$ cat src/rtl/disp_scan_ctrl.sv
`default_nettype none
// ----------------------------------------------------------------------------
// disp_scan_ctrl : frame-synchronous scan controller for a multiplexed
//                  7-segment display (optional DISP_LZB_EN: leading-zero blank)
// Rev 1.0
// ----------------------------------------------------------------------------
module disp_scan_ctrl #(
  parameter int DIGITS   = 8,
  parameter int SCAN_DIV = 50000,
  parameter int DIV_W    = 16
) (
  input  logic                clk,
  input  logic                rst,
  input  logic                upd_valid,
  output logic                upd_ready,
  input  logic [4*DIGITS-1:0] upd_data,
  input  logic [3:0]          upd_num,
  input  logic [DIGITS-1:0]   upd_dp,
  output logic [7:0]          seg_d,
  output logic [DIGITS-1:0]   seg_w,
  output logic                frame_done
);
  localparam int                  c_idx_w   = $clog2(DIGITS);
  localparam logic [DIV_W-1:0]    c_tick    = DIV_W'(SCAN_DIV - 1);
  localparam logic [DIV_W-1:0]    c_pre_one = DIV_W'(1);
  localparam logic [c_idx_w-1:0]  c_idx_one = c_idx_w'(1);
  localparam logic [DIGITS-1:0]   c_w_one   = DIGITS'(1);
  localparam logic [3:0]          c_digits  = 4'(DIGITS);

  typedef enum logic [0:0] {
    ST_OFF  = 1'b0,
    ST_SCAN = 1'b1
  } state_e;

  state_e              state_q;
  logic                pend_q;
  logic [4*DIGITS-1:0] sh_data_q;
  logic [4*DIGITS-1:0] act_data_q;
  logic [DIGITS-1:0]   sh_dp_q;
  logic [DIGITS-1:0]   act_dp_q;
  logic [3:0]          sh_num_q;
  logic [3:0]          act_num_q;
  logic [3:0]          sh_num_d;
  logic [DIV_W-1:0]    pre_q;
  logic [c_idx_w-1:0]  idx_q;
  logic [7:0]          seg_d_q;
  logic [DIGITS-1:0]   seg_w_q;
  logic                frame_done_q;

  logic                w_xfer;
  logic                w_tick;
  logic                w_last;
  logic [3:0]          w_nib;
  logic                w_dp;
  logic                w_blank;

  function automatic logic [6:0] hex7(input logic [3:0] n);
    case (n)
      4'h0: hex7 = 7'h3F;
      4'h1: hex7 = 7'h06;
      4'h2: hex7 = 7'h5B;
      4'h3: hex7 = 7'h4F;
      4'h4: hex7 = 7'h66;
      4'h5: hex7 = 7'h6D;
      4'h6: hex7 = 7'h7D;
      4'h7: hex7 = 7'h07;
      4'h8: hex7 = 7'h7F;
      4'h9: hex7 = 7'h6F;
      4'hA: hex7 = 7'h77;
      4'hB: hex7 = 7'h7C;
      4'hC: hex7 = 7'h39;
      4'hD: hex7 = 7'h5E;
      4'hE: hex7 = 7'h79;
      default: hex7 = 7'h71;
    endcase
  endfunction

  assign upd_ready  = ~pend_q;
  assign w_xfer     = upd_valid & ~pend_q;
  assign w_tick     = (state_q == ST_SCAN) && (pre_q == c_tick);
  assign w_last     = ({{(4-c_idx_w){1'b0}}, idx_q} == (act_num_q - 4'd1));
  assign seg_d      = seg_d_q;
  assign seg_w      = seg_w_q;
  assign frame_done = frame_done_q;

  always_comb begin
    if (upd_num == 4'd0) begin
      sh_num_d = 4'd1;
    end else if (upd_num > c_digits) begin
      sh_num_d = c_digits;
    end else begin
      sh_num_d = upd_num;
    end
  end

  // Digit currently addressed by idx, plus its blanking decision.
  always_comb begin
    w_nib   = 4'h0;
    w_dp    = 1'b0;
    w_blank = 1'b0;
    for (int j = 0; j < DIGITS; j++) begin
      if (int'(idx_q) == j) begin
        w_nib = act_data_q[4*j +: 4];
        w_dp  = act_dp_q[j];
      end
    end
`ifdef DISP_LZB_EN
    w_blank = (idx_q != '0);
    for (int j = 0; j < DIGITS; j++) begin
      if ((j >= int'(idx_q)) && (j < int'(act_num_q)) && (act_data_q[4*j +: 4] != 4'h0)) begin
        w_blank = 1'b0;
      end
    end
`endif
  end

  always_ff @(posedge clk) begin
    if (rst) begin
      state_q      <= ST_OFF;
      pend_q       <= 1'b0;
      sh_data_q    <= '0;
      sh_dp_q      <= '0;
      sh_num_q     <= '0;
      act_data_q   <= '0;
      act_dp_q     <= '0;
      act_num_q    <= '0;
      pre_q        <= '0;
      idx_q        <= '0;
      seg_d_q      <= '0;
      seg_w_q      <= '0;
      frame_done_q <= 1'b0;
    end else begin
      frame_done_q <= 1'b0;
      // Transfer and commit are exclusive: one needs pend clear, the other set.
      if (w_xfer) begin
        sh_data_q <= upd_data;
        sh_dp_q   <= upd_dp;
        sh_num_q  <= sh_num_d;
        pend_q    <= 1'b1;
      end
      case (state_q)
        ST_OFF: begin
          pre_q   <= '0;
          seg_w_q <= '0;
          seg_d_q <= '0;
          if (pend_q) begin
            act_data_q <= sh_data_q;
            act_dp_q   <= sh_dp_q;
            act_num_q  <= sh_num_q;
            pend_q     <= 1'b0;
            idx_q      <= '0;
            state_q    <= ST_SCAN;
          end
        end
        ST_SCAN: begin
          seg_w_q <= c_w_one << idx_q;
          seg_d_q <= {w_dp, (w_blank ? 7'h00 : hex7(w_nib))};
          if (w_tick) begin
            pre_q <= '0;
            if (w_last) begin
              idx_q        <= '0;
              frame_done_q <= 1'b1;
              if (pend_q) begin
                act_data_q <= sh_data_q;
                act_dp_q   <= sh_dp_q;
                act_num_q  <= sh_num_q;
                pend_q     <= 1'b0;
              end
            end else begin
              idx_q <= idx_q + c_idx_one;
            end
          end else begin
            pre_q <= pre_q + c_pre_one;
          end
        end
        default: state_q <= ST_OFF;
      endcase
    end
  end

endmodule
`default_nettype wire

$ cat config.mk
export PLATFORM = sky130hd
export DESIGN_NAME = disp_scan_ctrl
export DESIGN_NICKNAME = d
export VERILOG_FILES = /design/src/rtl/disp_scan_ctrl.sv
export SDC_FILE = /design/constraint.sdc
export NUM_CORES = 1
export LEC_CHECK = 0
export ABC_AREA = 0
export CORE_ASPECT_RATIO = 2
export CORE_UTILIZATION = 45
export CTS_BUF_LIST = sky130_fd_sc_hd__clkbuf_4
export DETAILED_ROUTE_END_ITERATION = 10
export PLACE_DENSITY_LB_ADDON = 0.3
export SLEW_MARGIN = 20
export SYNTH_ARGS = -nofsm -noshare
export SYNTH_HDL_FRONTEND = slang
export SYNTH_SLANG_ARGS = --single-unit
$ cat constraint.sdc
create_clock -name clk -period 4.6 [get_ports clk]
set_input_delay 0.69 -clock clk [delete_from_list [all_inputs] [get_ports clk]]
set_output_delay 0.69 -clock clk [all_outputs]
set_load 0.01 [all_outputs]
==> run_results.csv, run 1 <==
group,metric,value,unit
outcome,outcome,"finished clean",
hold_path,holdCritPathClass,"flop to flop",
synth,syn_avg_cell_area,8.08,sq um
global_route,grt_usage,0.206,
critical_path,crit_arrival,3.71,ns
clock_tree,clk_pin_slew,0.11,ns
sta,slew_violations,0,
place,dpl_worst_slack,1.41,ns
sta,tns,0,ns
job,maxCapViolCount,0,
synth,ys_types,55,
detailed_routing,num_vias,4438,
layout,final_util,0.550,
place,port_buffers,64,
synth,ys_seq_elements,126,
global_route,grt_pass1_vias,4252,
layout,instances_no_fill,855,
synth,synth_top_area_frac,0.479,
synth,async_flop_share,0,
detailed_routing,vias_per_cell,5.19,
detailed_routing,first_pass_iters,5,
clock_tree,cts.sinks,126,
global_route,antenna_found_initial,1,
global_route,grtUsageMet2,0.362,
detailed_routing,wire_per_inst,13.6,microns
clock_tree,insertion_delay,0.52,ns
sta,hold_violations,0,
synth,ys_top_cells_by_count,"nand2_1 (192), dfxtp_1 (126), a21oi_1 (103)",
clock_tree,cts_tree,"yes",
detailed_routing,ant_nets,0,
global_route,grt_pass1_wl,19700,microns
sta,grt_setup_unrepaired,"false",
critical_path,worstSetupStartpointType,"flop",
clock_tree,clockBufferDepth,2,
sta,layout_min_cycle_time,3.26,ns
detailed_routing,dr.first_iter.drc_count,196,
floorplan,ios,65,
clock_tree,cts_root_buf,"clkbuf_4",
critical_path,crit_fanout,17,
synth,synth_nets,710,
floorplan,fp.dieW,78.5,microns
layout,nets,758,
synth,ys.flop_type,"dfxtp_1",
synth,ys_top_cells_by_area,"dfxtp_1 (48%), nand2_1 (14%), a21oi_1 (9.8%), ha_1 (2.6%), nor2_1 (2.4%)",
sta,worstMarginPinSlew,0.912,ns
clock_tree,h-tree-depth,4,
synth,netlist_area,5270,sq um
sta,setup_slack,1.34,ns
floorplan,start_util,0.464,
pwr,ir_drop,0.000228,V
detailed_routing,drc_errors,0,
sta,final.setup_skew,0.0180,ns
place,dp_cells,823,
global_route,grt.busiest_layer,"met2",
clock_tree,postCtsSetupRepairBufs,0,
place,placedInstanceArea,5920,sq um
synth,ys_warn_count,0,
floorplan,die_h,155,microns
place,hpwlAfterDp,8250,microns
sta,max_freq,0.307,GHz
pwr,powerDensity,348,nW/um^2
floorplan,coreArea,11400,sq um
clock_tree,cts_buffers,17,
sta,setup-violations-final,0,
sta,slew_headroom,0.391,
synth,syn_inst,652,
clock_tree,hold_buffers,0,
global_route,gr-usage-met3,0.0434,
critical_path,required,5.05,ns
synth,yosysMostFrequentCell,"nand2_1",
clock_tree,post_cts_resized,0,
layout,layout-drive-gt1-share,0.0702,
detailed_routing,drt_wl_total,11700,microns
global_route,overflow,0,
layout,syn2layout_area_growth,18.5,%
synth,ys_seq_area_frac,0.479,
synth,synth_top_area_cell,"dfxtp_1",
pwr,p_leak,2.25,nW
place,gp_congestion,0.945,
critical_path,crit_type,"flop to flop",
floorplan,fp-row-count,55,
synth,synth_enable_flop_cells,0,
floorplan,die-area,12200,sq um
layout,fin_area,6240,sq um
global_route,grtUsageMet1,0.229,
global_route,grt_max_degree,95,
critical_path,cp-end-kind,"flop",
sta,post-route-period-util,0.708,
==> state kept, by name (all words and copies together), names as in the netlist <==
signal and cells:
sh_num_q 4, state_q 1, sh_dp_q 8, frame_done 1, seg_d 8, act_dp_q 8
act_data_q 32, pre_q 16, act_num_q 4, idx_q 3, sh_data_q 32, pend_q 1
seg_w 8
==> worst max-delay path, cell delays in order, from the launching register on <==
cell	delay, ns
dfxtp_1	0.75
inv_2	0.27
ha_1	0.47
nor2b_1	0.22
a2111oi_0	0.31
o221ai_1	0.22
o2111ai_2	0.24
ha_1	0.22
nor2_1	0.05
a211o_1	0.30
a21oi_2	0.13
==> cell families (layout without fill, tap and decap cells) <==
family,count (synthesis),after routing,synth area share
multiplexers,3,3,0.00570
AND/OR/NAND/NOR,288,288,0.236
flip-flops,126,126,0.479
adder cells (fa/ha/maj),11,11,0.0261
other,0,1,0
XOR/XNOR,18,18,0.0299
buffers and inverters,57,117,0.0511
AO/OA/AOI/OAI,149,149,0.172
==> where the power goes <==
part | leakage (nW) | total, mW | switching, mW | internal, mW
Sequential | 1.02 | 1.15 | 0.0217 | 1.13
Clock | 0.162 | 0.841 | 0.412 | 0.429
Combinational | 1.06 | 0.179 | 0.0993 | 0.0792
==> stage by stage <==
| stage | hold slack [ns] | total power, mW |
|---|---|---|
| finish | 0.455 | 2.17 |
| global route | 0.473 | 2.28 |
| CTS | 0.459 | 2.19 |
| detailed placement | 0.442 | 1.36 |
| global placement | 0.421 | 1.35 |
| floorplan | 0.413 | 1.28 |
==> worst paths after layout <==
check,from,endpoint,slack (ns),cells after the start
hold / removal,pre_q[0],pre_q[0],0.46,1
hold reg to reg,pre_q[0],pre_q[0],0.46,1
setup / recovery,idx_q[2],seg_d[3],1.34,10
setup reg to reg,idx_q[2],seg_d[3],1.34,10
==> cell type report <==
cell class                      instances  area [sq um]
Antenna cell                            1          2.50
Clock buffer                           17           128
Clock inverter                         14           190
Fill cell                            1095          5110
Inverter                               17          66.3
Multi-Input combinational cell        469          2480
Sequential cell                       126          2520
Tap cell                              142           178
Timing Repair Buffer                   69           673
==> cell usage in the layout (no fill, tap or decap), types with 4 or more instances in the layout <==
| cell | n |
|---|---|
| buf_4 | 5 |
| nor2b_1 | 5 |
| ha_1 | 11 |
| dfxtp_1 | 126 |
| a21oi_1 | 103 |
| clkdlybuf4s50_1 | 63 |
| clkbuf_4 | 17 |
| xnor2_1 | 11 |
| nand3_1 | 10 |
| o21ai_1 | 4 |
| nor2_1 | 34 |
| nor3_1 | 4 |
| and3_1 | 17 |
| nand2_1 | 192 |
| inv_1 | 15 |
| nand3b_1 | 8 |
| bufinv_16 | 4 |
| o21ai_0 | 10 |
| a21oi_2 | 4 |
| xor2_1 | 7 |
==> routing by layer <==
layer / part of all wire / up-vias
li1: - / 2279
met3: 0.027 / 21
met2: 0.54 / 89
met4: 0.021 / 0
met5: 0 / -
met1: 0.41 / 2049
(Power assumes the default switching activity.)
==> inputs of run 2 (changes only) <==
==> constraint.sdc (replaced) <==
create_clock -name clk -period 2.9 [get_ports clk]
set_input_delay 0.435 -clock clk [delete_from_list [all_inputs] [get_ports clk]]
set_output_delay 0.435 -clock clk [all_outputs]
set_load 0.01 [all_outputs]
==> run_results.csv, run 2 (synthesized netlist as in run 1, its figures left out) <==
group,metric,value,unit
detailed_routing,drc_errors,0,
layout,nets,764,
floorplan,fp.dieW,78.5,microns
hold_path,holdPathStages,2,
critical_path,critPathMaxStageDelay,0.46,ns
critical_path,crit_top_cell,"a21oi_1",
sta,worstMarginPinSlew,0.919,ns
detailed_routing,drt_wl_total,11800,microns
outcome,outcome,"finished clean",
floorplan,ios,65,
critical_path,rrSetupSlack,0.18,ns
critical_path,r2r_start,"idx_q[0]",
clock_tree,clockBufferDepth,2,
floorplan,start_util,0.464,
sta,layout_min_cycle_time,2.72,ns
layout,fin_area,6260,sq um
critical_path,crit_fanout,11,
critical_path,cp_slowest_cell,"dfxtp_1",
sta,final.setup_skew,0.0168,ns
clock_tree,cts.sinks,126,
hold_path,holdCritPathClass,"input port to flop",
layout,layout-drive-gt1-share,0.0877,
clock_tree,h-tree-depth,4,
detailed_routing,first_pass_iters,4,
global_route,antenna_found_initial,1,
place,port_buffers,64,
pwr,combPwrFrac,0.087,
global_route,grt_pass1_vias,4286,
detailed_routing,dr.first_iter.drc_count,150,
detailed_routing,ant_nets,0,
sta,post-route-period-util,0.937,
global_route,overflow,0,
sta,max_freq,0.368,GHz
sta,slew_headroom,0.386,
critical_path,worstSetupStartpointType,"flop",
clock_tree,clk_pin_slew,0.10,ns
sta,grt_setup_unrepaired,"false",
critical_path,crit_arrival,3.12,ns
layout,final_cell_mix,"nand2_1 (192), dfxtp_1 (126), a21oi_1 (103)",
clock_tree,insertion_delay,0.52,ns
layout,top_regs,"act_data_q x32, sh_data_q x32, pre_q x16",
pwr,ir_drop,0.000350,V
critical_path,cp-end-kind,"flop",
floorplan,fp-row-count,55,
place,placedInstanceArea,5960,sq um
place,gp_congestion,0.896,
global_route,grt_max_degree,72,
clock_tree,postCtsSetupRepairBufs,0,
pwr,power_frac_seq,0.559,
detailed_routing,vias_per_cell,5.19,
detailed_routing,wire_per_inst,13.7,microns
clock_tree,cts_tree,"yes",
layout,syn2layout_area_growth,18.9,%
critical_path,cp_cell_sequence,"ha_1, ha_2, buf_4, nor3b_1, o31ai_1, a21oi_1, o21a_1, or2_1, o311ai_1, a21oi_1",
pwr,intPower,2.45,mW
critical_path,ff2ff_path_depth,10,
place,hpwlAfterDp,8580,microns
sta,holdWs,0.335,ns
global_route,grt_usage,0.204,
pwr,switching_share,0.251,
floorplan,die-area,12200,sq um
layout,final_common_cell,"nand2_1",
pwr,powerDensity,522,nW/um^2
critical_path,crit_type,"flop to flop",
floorplan,coreArea,11400,sq um
hold_path,hold_start,"rst",
sta,hold_violations,0,
global_route,grt_pass1_wl,19500,microns
pwr,p_leak,2.26,nW
clock_tree,cts_root_buf,"clkbuf_4",
sta,setup-violations-final,0,
critical_path,timing.rr.end,"seg_d[0]",
critical_path,required,3.31,ns
job,maxCapViolCount,0,
floorplan,die_h,155,microns
clock_tree,cts_buffers,17,
detailed_routing,num_vias,4472,
sta,slew_violations,0,
hold_path,holdPathEnd,"idx_q[0]",
pwr,p_sw,819,uW
pwr,pwr-share-clk,0.355,
critical_path,crit_path_start,"idx_q[0]",
pwr,power.total,3.27,mW
layout,final_util,0.552,
[run 2: layout make-up]
type                       count  area, sq um
antenna                        1         2.50
timing repair buffer          75          718
inverter                      17         66.3
sequential                   126         2520
fill                        1100         5090
clock buffer                  20          150
tap                          142          178
multi-input combinational    469         2510
clock inverter                11          119
[run 2: how the worst max path moves through the flow]
stage	to	slack, ns	cells past startpoint
after floorplan	seg_d[3]	0.47	12
after global placement	seg_d[5]	0.02	10
after detailed placement	seg_d[5]	-0.04	10
after CTS	seg_d[5]	0.02	10
after global routing	seg_d[6]	0.06	10
final	seg_d[0]	0.18	10
[run 2: routing by layer]
layer	track usage	vias up	wire (microns)
li1	-	2280	-
met1	0.214	2082	4710
met2	0.376	93	6460
met3	0.0440	17	359
met4	0.0979	0	261
met5	0	-	0
[run 2: what timing repair did]
action / in CTS / in global routing
hold buffers: 0 / 0
endpoints found under the setup margin: 3 / 6
gates resized for setup: 1 / 7
[run 2: power groups by stage]
stage               registers [mW]  clock network [mW]  logic (mW)
floorplan                     1.86                   0       0.174
global placement              1.86                   0       0.280
detailed placement            1.87                   0       0.285
CTS                           1.83                1.19       0.286
global route                  1.83                1.26       0.317
finish                        1.83                1.16       0.283
[run 2: worst max-delay path: cells and delay by family (launching register included)]
family	cells	cell delay, ns
AO/OA/AOI/OAI	5	1.03
buffers and inverters	1	0.21
AND/OR/NAND/NOR	2	0.36
flip-flops	1	0.46
adder cells (fa/ha/maj)	2	0.54
[run 2: per-stage QoR]
stage / setup slack (ns) / cells / setup TNS, ns
after floorplan: 0.469 / 652 / 0
after global placement: 0.0234 / 829 / 0
after detailed placement: -0.0358 / 829 / -0.0453
after CTS: 0.0206 / 860 / 0
after global routing: 0.0555 / 861 / 0
final: 0.184 / 861 / 0
==> inputs of run 3 (changes only) <==
--- a/config.mk
+++ b/config.mk
@@ -6,6 +6,7 @@
 export NUM_CORES = 1
 export LEC_CHECK = 0
 export ABC_AREA = 0
+export ABC_CLOCK_PERIOD_IN_PS = 2900
 export CORE_ASPECT_RATIO = 2
 export CORE_UTILIZATION = 45
 export CTS_BUF_LIST = sky130_fd_sc_hd__clkbuf_4
==> results of run 3 <==
Final layout, timing and power as in run 2 (identical DEF).
==> RTL change 1: new RTL, settings of run 3 <==
`DIGITS`: 8 -> 4.
--- a/src/rtl/disp_scan_ctrl.sv
+++ b/src/rtl/disp_scan_ctrl.sv
@@ -7,3 +7,3 @@
 module disp_scan_ctrl #(
-  parameter int DIGITS   = 8,
+  parameter int DIGITS   = 4,
   parameter int SCAN_DIV = 50000,
Interface: changed (resized seg_w, upd_data and upd_dp); port bits go from 65 to 41. The function was not compared with the original's and may differ.
==> RTL change 1 against run 3 <==
Die area is 28% lower; worst setup slack better by 0.21 ns; sequential cell count is 45 lower; via count decreased by 38%; design area is 31% lower; area after synthesis shrank 29%; power is 35% lower; global-route usage fell by 2.4 points; worst hold slack better by 0.026 ns; sequential power is 36% lower; clock skew grew 0.0010 ns; combinational power fell by 25%; routed wire length fell by 41%; largest power group unchanged.
==> RTL change 1: results (changes against run 3) <==
- Status: completed
- Nets: 486 (-36%)
- Crit path largest cell delay: 0.56 ns (+0.10 ns)
- RR Startpoint: idx_q[1]
- PostCTS Resize Cnt: 0 (-1)
- Met1 wire length: 2854 um (-39%)
- Total CTS buffers: 9 (-8)
- Routability cong.: 0.9601 (+7.2%)
- Placed cells: 531 (-36%)
- M2 GR Usage: 0.3259 (-0.05043)
- Post-Synth Adder-Cell Area: 0.04339 (+0.01726)
- Drt pass-1 iters: 6 (+2)
- Clk pin slew, worst setup/hold paths: 0.13 ns (+0.03 ns)
- Mux cell area share after synthesis: 0.07343 (+0.06773)
- Iteration-0 DRC Markers: 81 (-46%)
- Fmax: 398.2 MHz (+8.2%)
- Leakage: 0.001564 uW (-31%)
- Met1 usage: 0.1896 (-0.02439)
- Largest net degree at the start of global routing: 77 (+6.9%)
- Total number of vias: 2790 (-38%)
- Hold slack: 0.3618 ns (+0.02639 ns)
- Minimum setup slack among reg-to-reg paths: 0.39 ns (+0.21 ns)
- Clk_lat worst skew: 0.44 ns (-0.08 ns)
- H-tree levels: 3 (-1)
- Layout cells sized above 1: 0.1064 (+0.01869)
- WHS Path Cells: 4 (+2)
- Yosys cell types: 53 (-3.6%)
- Slowest CP cell: a221oi_1
- Hold EP: seg_d[4]
- Mean Syn Cell Area: 9.099 um2 (+13%)
- Met2 WL post-DR: 3698 um (-43%)
- Compound-Gate Fraction of Synth Area: 0.1028 (-0.06945)
- Top cells by count, synth: dfxtp_1 (81), nand2_1 (61), a21oi_1 (34), nand2b_1 (31), nor2_1 (26)
- Wire length of the first global-routing pass: 11910 um (-39%)
- Reg2Reg Depth: 7 (-3)
-- RTL change 1: layout make-up --
type | count | area [um2]
Clock buffer | 9 | 67.56
Inverter | 13 | 48.80
Fill cell | 772 | 3665
Sequential cell | 81 | 1622
Tap cell | 96 | 120.1
Timing Repair Buffer | 44 | 425.4
Clock inverter | 7 | 92.59
Multi-Input combinational cell | 297 | 1957
Antenna cell | 1 | 2.502
-- RTL change 1: stage by stage --
stage	total power [uW]	util
floorplan	1340	-
global placement	1405	0.5216
detailed placement	1409	0.5216
CTS	2142	0.5416
global route	2213	0.5419
finish	2109	0.5419
-- RTL change 1: cell families after synthesis --
kind of cell / count (synthesis)
AND/OR/NAND/NOR: 178
flip-flops: 81
AO/OA/AOI/OAI: 62
buffers and inverters: 34
multiplexers: 27
XOR/XNOR: 17
adder cells (fa/ha/maj): 13
-- RTL change 1: power breakdown --
| part | switching, uW | internal [uW] | total, uW | leakage, uW |
|---|---|---|---|---|
| clock network | 380 | 347 | 727 | 0.0000800 |
| registers | 20.5 | 1150 | 1170 | 0.000658 |
| logic | 105 | 106 | 212 | 0.000826 |
| total | 505 | 1600 | 2110 | 0.00156 |
-- RTL change 1: critical path, delay by kind of cell (launching register included) --
kind                       cells  cell delay, ns
AOI/OAI and AO/OA              2            0.71
and+or+nand+nor                3            0.77
buffers and inverters          1            0.14
adders and majority gates      1            0.32
DFF                            1            0.48
-- RTL change 1: worst max path at each step --
stage / start / end / cells past startpoint
global route: idx_q[0] / seg_d[6] / 10
CTS: idx_q[0] / seg_d[6] / 10
global placement: idx_q[0] / seg_d[6] / 10
floorplan: idx_q[1] / seg_d[6] / 11
detailed placement: idx_q[0] / seg_d[6] / 10
finish: idx_q[1] / seg_d[0] / 7
==> RTL change 2: new RTL, config.mk and constraints of run 3 <==
Without the edit above. Put one more register stage on the output `seg_d`, cleared by the reset. The value now appears one clock later. The other outputs are not delayed to match.
--- a/src/rtl/disp_scan_ctrl.sv
+++ b/src/rtl/disp_scan_ctrl.sv
@@ -81,3 +81,9 @@
   assign w_last     = ({{(4-c_idx_w){1'b0}}, idx_q} == (act_num_q - 4'd1));
-  assign seg_d      = seg_d_q;
+  always_ff @(posedge clk) begin
+    if (rst) begin
+      seg_d <= '0;
+    end else begin
+      seg_d <= seg_d_q;
+    end
+  end
   assign seg_w      = seg_w_q;
Check against the original RTL: not equivalent (Yosys sat finds a counterexample within 4 cycles, from zero or initial values and one cycle with rst high).
==> RTL change 2 against run 3 <==
Area after synthesis grew 3.7%; worst setup slack gained 0.10 ns; power up 12%; routed wire length fell by 2.9%; design area up 4.0%; final cell count up 3.1%; clock skew about the same; sequential cell count rose by 8.
==> RTL change 2: results (changes against run 3) <==
- Total number of vias: 4584 (+2.5%)
- Clk pin slew, worst setup/hold paths: 0.12 ns (+0.02 ns)
- Yosys cell types: 42 (-24%)
- Max VDD drop: 0.3516 mV (+0.42%)
- Yosys warnings: 0 (unchanged)
- Filler cells: 1126 (+2.4%)
- Tot GR Track Use: 0.1919 (-0.01207)
- Top cells by count, synth: nand2_1 (191), dfxtp_1 (134), a21oi_1 (111), nor2_1 (32), clkbuf_1 (27)
- Slowest CP cell: dfxtp_1
- WL/cell: 12.90 um (-5.8%)
- Met1 wire length: 4566 um (-3.1%)
- Leakage: 0.002360 uW (+4.6%)
- Worst-Margin Slew: 0.7231 ns (-0.1960 ns)
- Vias in the first global route: 4316 (+0.70%)
- Routability cong.: 0.8765 (-2.2%)
- Post-Synth XOR/XNOR Area: 0.02726 (-0.002680)
- Syn nets: 736 (+3.7%)
- Compound-Gate Fraction of Synth Area: 0.1622 (-0.01009)
- Largest net degree at the start of global routing: 77 (+6.9%)
- Mux cell area share after synthesis: 0.007558 (+0.001856)
- Area contributors post-synth: dfxtp_1 (49%), nand2_1 (13%), a21oi_1 (10%), ha_1 (2.5%), nor2_1 (2.2%)
- Highest metal used: met4
- Met2 WL post-DR: 6182 um (-4.3%)
- WL met3: 358 um (-0.28%)
- Iteration-0 DRC Markers: 189 (+26%)
- Nets: 787 (+3.0%)
- Placed cells: 855 (+3.1%)
- Vias/cell: 5.162 (-0.61%)
- Post-Synth Adder-Cell Area: 0.02519 (-0.0009398)
- Crit path DAT: 3.02 ns (-0.10 ns)
- Longest Clk Path Bufs: 2 (unchanged)
- Synth Flop Type: dfxtp_1
- Layout cells sized above 1: 0.07817 (-0.009577)
- Final HPWL DP: 8220 um (-4.1%)
- Status: completed
- Setup Skew: 0.01708 ns (+0.0003231 ns)
- Register area share after synthesis: 0.4911 (+0.01209)
- Post-CTS Setup Inserts: 0 (unchanged)
- Mean Syn Cell Area: 8.057 um2 (-0.25%)
- Wire length of the first global-routing pass: 18890 um (-3.3%)
## RTL change 2: cell count changes after synthesis, sizes merged, moves of 3 or more
cell / delta
a21oi: +5
nor3: +5
dfxtp: +8
nand3: +3
clkbuf: +5
a211oi: +4
nor2b: +8
nand3b: +3
nor2: -3
## RTL change 2: repair_timing
item                       CTS  global route
setup endpoints to repair    0             4
hold buffers                 0             0
gates resized for setup      0             3
hold endpoints to repair     0             0
## RTL change 2: logic make-up (layout without fill, tap and decap cells)
family                   Yosys count  in the layout
other                              0              1
adder cells (fa/ha/maj)           11             11
buffers and inverters             62            126
flip-flops                       134            134
AND/OR/NAND/NOR                  297            297
multiplexers                       4              4
XOR/XNOR                          17             17
AO/OA/AOI/OAI                    153            153
## RTL change 2: metrics by stage
step	worst slack (ns)	total power, uW	util	hold slack (ns)	instance area (um2)
4_1_cts	0.1478	3704	0.5523	0.3303	6501
6_report	0.2872	3665	0.5536	0.3720	6516
3_3_place_gp	0.3608	2276	0.5236	0.4211	6163
5_1_grt	-0.01623	3826	0.5536	0.3639	6516
3_5_place_dp	0.1967	2287	0.5236	0.4231	6163
2_1_floorplan	0.5193	2165	-	0.4138	5463
## RTL change 2: report_power, final
group / leakage (uW) / internal, uW / switching [uW] / total (uW)
Sequential: 0.00109 / 1900 / 35.4 / 1940
Clock: 0.000178 / 761 / 662 / 1420
Combinational: 0.00109 / 132 / 170 / 302
Total: 0.00236 / 2800 / 867 / 3670
## RTL change 2: area by class of cell
cell class,count,share of cell area
Tap cell,145,0.02784
Multi-Input combinational cell,482,0.3865
Inverter,18,0.01037
Antenna cell,1,0.0003840
Clock buffer,17,0.01959
Sequential cell,134,0.4117
Clock inverter,15,0.03226
Timing Repair Buffer,76,0.1114
## RTL change 2: worst max-delay path, delay by kind of cell (launching register included)
family                     cells  cell delay, ns
adders and majority gates      2            0.65
AOI/OAI and AO/OA              5            0.98
buffers and inverters          2            0.35
and+or+nand+nor                1            0.08
DFF                            1            0.45
## RTL change 2: worst paths after layout
| kind | slack (ns) | depth (start not counted) | end |
|---|---|---|---|
| max | 0.29 | 10 | seg_d_q[3] |
| min | 0.37 | 2 | seg_d[3] |
| max reg2reg | 0.29 | 10 | seg_d_q[3] |
| min reg2reg | 0.45 | 1 | seg_d[7] |
## RTL change 2: layer usage
metal / up-vias / global-route usage
met2: 90 / 0.3557
met1: 2103 / 0.1978
met3: 27 / 0.03977
met4: 0 / 0.09779
li1: 2364 / -
met5: - / 0
